===== src/rtl/aes_ghash_accum.sv =====
// aes_ghash_accum
// GHASH accumulation stage of the AES-GCM pipeline. For one GCM instance it
// folds each ciphertext block into the running hash, X_i = (X_{i-1} ^ C_i) * H
// in GF(2^128). The multiply is digit-serial: DIGIT operand bits are handled
// per cycle, so one block takes N = 128/DIGIT cycles. When the last block of an
// instance is done, o_sblock holds the final X and o_ready pulses for one
// cycle. The tag stage then folds in the length block and E(K,J0).
//
// Ports:
//   clk, rst           clock; synchronous active-high reset
//   i_valid            a block beat is offered
//   i_first / i_last   beat opens / closes an instance (both may be set)
//   i_cipher_text      ciphertext block C_i (bit 0 = x^0 coefficient)
//   i_h                hash subkey H, sampled on a first beat
//   i_instance_size    len(A)||len(C) block, sampled on a first beat
//   i_encrypted_j0     E(K,J0), sampled on a first beat
//   o_in_ready         beat accepted on an edge where i_valid && o_in_ready
//   o_cipher_text      last accepted C_i
//   o_sblock           X of the last completed multiply
//   o_h, o_instance_size, o_encrypted_j0   values latched on the first beat
//   o_ready            one-cycle pulse: o_sblock is the final X of the instance
//   o_seq_err          one-cycle pulse: a non-first beat arrived with no open instance
module aes_ghash_accum #(
  parameter int DIGIT = 8
) (
  input  logic         clk,
  input  logic         rst,
  input  logic         i_valid,
  input  logic         i_first,
  input  logic         i_last,
  input  logic [0:127] i_cipher_text,
  input  logic [0:127] i_h,
  input  logic [0:127] i_instance_size,
  input  logic [0:127] i_encrypted_j0,
  output logic         o_in_ready,
  output logic [0:127] o_cipher_text,
  output logic [0:127] o_sblock,
  output logic [0:127] o_h,
  output logic [0:127] o_instance_size,
  output logic [0:127] o_encrypted_j0,
  output logic         o_ready,
  output logic         o_seq_err
);

  localparam int N     = 128 / DIGIT;
  localparam int CNT_W = (N > 1) ? $clog2(N) : 1;
  localparam logic [CNT_W-1:0] CNT_LAST = CNT_W'(N - 1);
  // Reduction polynomial in GCM bit order: bits 0,1,2,7 set.
  localparam logic [0:127] R = {8'hE1, 120'b0};

  typedef enum logic [1:0] {IDLE, OPEN, MULT} state_t;

  state_t           state;
  state_t           state_next;
  logic [0:127]     x_op;
  logic [0:127]     z;
  logic [0:127]     v;
  logic [0:127]     z_step;
  logic [0:127]     v_step;
  logic [CNT_W-1:0] cnt;
  logic             last_flag;
  logic             accept;
  logic             mult_done;

  // State register.
  always_ff @(posedge clk) begin
    if (rst) begin
      state <= IDLE;
    end else begin
      state <= state_next;
    end
  end

  // Next state, accept and in-ready. A non-first beat in IDLE is accepted
  // (and discarded) so the sender is never stalled by a sequencing error.
  always_comb begin
    state_next = state;
    accept     = 1'b0;
    mult_done  = 1'b0;
    o_in_ready = 1'b0;
    case (state)
      IDLE: begin
        o_in_ready = 1'b1;
        accept     = i_valid;
        if (i_valid && i_first) begin
          state_next = MULT;
        end
      end
      OPEN: begin
        o_in_ready = 1'b1;
        accept     = i_valid;
        if (i_valid) begin
          state_next = MULT;
        end
      end
      MULT: begin
        if (cnt == CNT_LAST) begin
          mult_done  = 1'b1;
          state_next = last_flag ? IDLE : OPEN;
        end
      end
      default: state_next = IDLE;
    endcase
  end

  // One digit of the shift-and-add multiply. The operand register is shifted
  // toward bit 0 every cycle, so the current digit always sits in bits
  // [0:DIGIT-1] and is consumed in ascending index order.
  always_comb begin
    z_step = z;
    v_step = v;
    for (int j = 0; j < DIGIT; j++) begin
      if (x_op[j]) begin
        z_step = z_step ^ v_step;
      end
      v_step = v_step[127] ? ((v_step >> 1) ^ R) : (v_step >> 1);
    end
  end

  // Datapath and registered outputs. o_sblock only moves on the final
  // multiply cycle, so it stays stable while a block is in flight.
  always_ff @(posedge clk) begin
    if (rst) begin
      x_op            <= '0;
      z               <= '0;
      v               <= '0;
      cnt             <= '0;
      last_flag       <= 1'b0;
      o_cipher_text   <= '0;
      o_sblock        <= '0;
      o_h             <= '0;
      o_instance_size <= '0;
      o_encrypted_j0  <= '0;
      o_ready         <= 1'b0;
      o_seq_err       <= 1'b0;
    end else begin
      o_ready   <= 1'b0;
      o_seq_err <= 1'b0;
      if (accept) begin
        o_cipher_text <= i_cipher_text;
        last_flag     <= i_last;
        z             <= '0;
        cnt           <= '0;
        if (i_first) begin
          o_h             <= i_h;
          o_instance_size <= i_instance_size;
          o_encrypted_j0  <= i_encrypted_j0;
          x_op            <= i_cipher_text;
          v               <= i_h;
        end else if (state == OPEN) begin
          x_op <= o_sblock ^ i_cipher_text;
          v    <= o_h;
        end else begin
          o_seq_err <= 1'b1;
        end
      end else if (state == MULT) begin
        z    <= z_step;
        v    <= v_step;
        x_op <= x_op << DIGIT;
        cnt  <= cnt + 1'b1;
        if (mult_done) begin
          o_sblock <= z_step;
          o_ready  <= last_flag;
        end
      end
    end
  end

endmodule


===== config.mk =====
export PLATFORM = sky130hd
export DESIGN_NAME = aes_ghash_accum
export DESIGN_NICKNAME = d
export VERILOG_FILES = /design/src/rtl/aes_ghash_accum.sv
export SDC_FILE = /design/constraint.sdc
export NUM_CORES = 2
export LEC_CHECK = 0
export CAP_MARGIN = 25
export CORE_UTILIZATION = 23
export CTS_BUF_LIST = sky130_fd_sc_hd__clkbuf_8 sky130_fd_sc_hd__clkbuf_16
export DETAILED_ROUTE_END_ITERATION = 10
export GPL_TIMING_DRIVEN = 0
export PLACE_DENSITY_LB_ADDON = 0.3
export SYNTH_ARGS = -nofsm -noshare
export SYNTH_HDL_FRONTEND = slang
export SYNTH_SLANG_ARGS = --single-unit

===== constraint.sdc =====
create_clock -name clk -period 2.6 [get_ports clk]
set_input_delay 0.39 -clock clk [delete_from_list [all_inputs] [get_ports clk]]
set_output_delay 0.39 -clock clk [all_outputs]
set_load 0.02 [all_outputs]

==> results by group <==
Routing
  – DR vias: 55400
  – DR WL/cell: 24.6 um
  – Vias/cell: 4.61
  – ANT nets after route: 0
  – Drt first pass iters: 6
  – Initial DRC Count: 3941
  – Final WL: 296000 um
  – Remaining DRCs: 0

Power
  – Pwr/cell area: 591 mW/mm^2
  – Comb power frac: 0.199
  – P_leak: 27.0 nW
  – Sw frac: 0.312
  – Clock power share: 0.425
  – Reg power frac: 0.376
  – Total chip power: 0.0452 W
  – Sw Pwr: 0.0141 W
  – P_int: 0.0311 W
  – Peak VDD IR: 0.000456 V

Run status
  – Status: finished with violations
  – Violated checks: negative setup slack

Critical path
  – Crit end category: flip-flop
  – Critical path class: in2reg
  – CP top delay family: buffers and inverters
  – Crit-path max cell delay: 780 ps
  – Worst endpoint required time: 3260 ps
  – Crit start category: primary input
  – WP data arrival: 3280 ps
  – R2R Path Start: x_op[2]
  – Critical path, cell by cell: buf_4, buf_4, clkbuf_1, buf_2, mux2i_1, a211oi_1, a21oi_1, nor2_1
  – Crit path from: i_first
  – Buffers & Inverters on Critical Path: 4
  – Most frequent cell on the critical path: buf_4
  – CP max-delay cell: mux2i_1
  – CP Max Fanout: 10

Logic synthesis
  – Ys Warns: 0
  – Cell with the most instances after synthesis: nand2_1
  – Top cells by area, synth: dfxtp_1 (37%), nand2_1 (17%), xnor2_1 (12%), a21oi_1 (9.3%), xnor3_1 (5.3%)
  – Post-synthesis instance total: 7413
  – Seq cells post-synth: 1033
  – Synth top cells by count: nand2_1 (2532), a21oi_1 (1033), dfxtp_1 (1033)
  – Post-Syn Area per Cell: 7.47 sq um
  – Synth area leader: dfxtp_1
  – Number of synthesized flops with an enable pin: 0
  – Primary FF master, synth: dfxtp_1
  – Netlist cell types: 40
  – Seq/Total Area, Yosys: 0.374
  – Synth top area share: 0.374
  – Cell Area, Synth: 0.0554 sq mm
  – Syn_nets: 7931
  – Fraction of registers with async set/reset: 0

Finish
  – Share of layout cells above drive strength 1: 0.0525
  – Final-stage net count: 9246
  – Post-layout util: 0.321
  – Fin area: 0.0765 sq mm
  – Area Growth Syn to Fin: 38.1%
  – Register area: 0.0207 sq mm
  – Multi-input logic area: 0.0322 sq mm
  – Fillers: 25400

STA
  – Worst Tran Pin Value: 967 ps
  – Period utilization: 1.01
  – Final setup viols: 1
  – Max frequency: 0.382 GHz
  – Max transition margin: 0.355
  – Setup WS post-layout: -19.0 ps
  – Final min period: 2620 ps
  – RSZ-0062 raised after global routing: yes
  – Fin Clk Skew: 28.2 ps
  – Setup Total Neg Slack: -19.0 ps
  – Final Hold Violating Endpoints: 0
  – Slew Viols, Final: 0

Place
  – # port buffers: 1157
  – DPL Wire Length: 236000 um
  – Gpl congestion: 0.933
  – Placed inst area: 0.0714 sq mm
  – Pre-CTS setup slack: -1870 ps

Floorplan
  – Die height: 493 um
  – Cell row count: 179
  – Die Wd: 493 um
  – Top-Level Pins: 1160
  – Core Region: 0.239 sq mm
  – Die area: 0.243 sq mm
  – Effective utilization at floorplan: 0.232

CTS
  – CTS Sinks: 1033
  – Worst-Skew Late Latency: 790 ps
  – CTS tree: done
  – Clk slew on worst S/H paths: 50 ps
  – H-tree depth: 4
  – Clk root buf: clkbuf_16
  – Max clock buf depth: 3
  – Total CTS buffers: 134
  – Hold_buf cts: 0

GRT
  – Total track usage: 0.235
  – Largest net degree at the start of global routing: 17
  – Vias in the first global route: 53900
  – Antenna violations before repair: 74
  – First-pass GRT wire length: 408000 um
  – Gr ovfl total: 0

Hold path
  – Worst hold path class: in2reg
  – Hold Startpoint: i_instance_size[77]

Flow run
  – Max_cap viols: 0
## through the flow
| stage | instances | hold slack (ps) |
|---|---|---|
| floorplan | 7413 | 432 |
| global placement | 11700 | 441 |
| detailed placement | 11800 | 446 |
| CTS | 12000 | 65.7 |
| global route | 12000 | 121 |
| finish | 12000 | 141 |
## worst reg2reg max path, cell delays in order (launching register included)
cell	delay, ps
dfxtp_1	310
buf_4	260
clkbuf_1	600
nand2_1	160
xor2_1	180
xnor2_1	230
xnor3_1	460
nand2_1	120
a21oi_1	70
## final timing paths
check	endpoint	slack (ps)	cells past startpoint
worst max register to register	z[9]	70	8
worst min-delay path	o_instance_size[77]	140	3
worst min register to register	o_cipher_text[127]	450	2
worst max-delay path	v[11]	-20	8
## registers in the layout, summed over array words and instances (netlist names)
name and cells:
o_seq_err 1, o_ready 1, cnt 4, o_instance_size 128
o_cipher_text 128, state 2, v 128, x_op 128
o_h 128, last_flag 1, o_sblock 128, o_encrypted_j0 128
z 128
## kinds of logic after synthesis
group                    synth area share
AND/OR/NAND/NOR                     0.226
adder cells (fa/ha/maj)          0.000226
multiplexers                       0.0231
buffers and inverters              0.0472
flip-flops                          0.374
XOR/XNOR                            0.199
AO/OA/AOI/OAI                       0.131
## cell usage in the layout (no fill, tap or decap), types with 8 or more instances in the layout
master	instances
inv_1	31
xnor3_1	131
clkbuf_2	113
buf_1	35
nor3_1	9
clkinv_2	19
clkbuf_1	450
a21oi_1	1033
diode_2	33
o221ai_1	8
clkdlybuf4s50_1	1155
clkbuf_4	21
a211oi_2	11
nor2_1	516
nand3_1	11
clkinvlp_4	10
dfxtp_1	1032
mux2i_2	9
xor2_1	143
buf_2	25
xnor2_1	750
a211oi_1	238
nand2_1	2531
clkbuf_16	138
clkbuf_8	37
mux2i_1	119
bufinv_16	9
buf_8	18
buf_4	10
nor2b_1	130
## layer usage
| metal | vias up | wire (um) | track usage |
|---|---|---|---|
| met1 | 26400 | 112000 | 0.264 |
| met5 | - | 345 | 0 |
| li1 | 26500 | - | - |
| met3 | 504 | 20800 | 0.0522 |
| met4 | 50 | 17800 | 0.124 |
| met2 | 2061 | 144000 | 0.411 |
## power groups by stage
stage / clock [W] / combinational, W / sequential [W]
2_1_floorplan: 0 / 0.00395 / 0.0177
3_3_place_gp: 0 / 0.00876 / 0.0173
3_5_place_dp: 0 / 0.00889 / 0.0173
4_1_cts: 0.0196 / 0.00901 / 0.0170
5_1_grt: 0.0202 / 0.00955 / 0.0171
6_report: 0.0192 / 0.00899 / 0.0170
## what timing repair did
item / CTS / global route
buffers inserted: 0 / 0
endpoints found under the setup margin: 1007 / 468
pin swaps: 1 / 0
gates resized for setup: 147 / 140
gates cloned: 0 / 0
hold endpoints to repair: 0 / 0
## final cells by class
class,instances,share of cell area
tap,3167,0.0518
clock inverter,76,0.00929
clock buffer,163,0.0495
multi-input combinational,5697,0.421
antenna,33,0.00108
inverter,9,0.000442
buffer,669,0.0390
sequential,1033,0.270
timing repair buffer,1184,0.157
No activity file was read; power rests on OpenSTA's default activity.
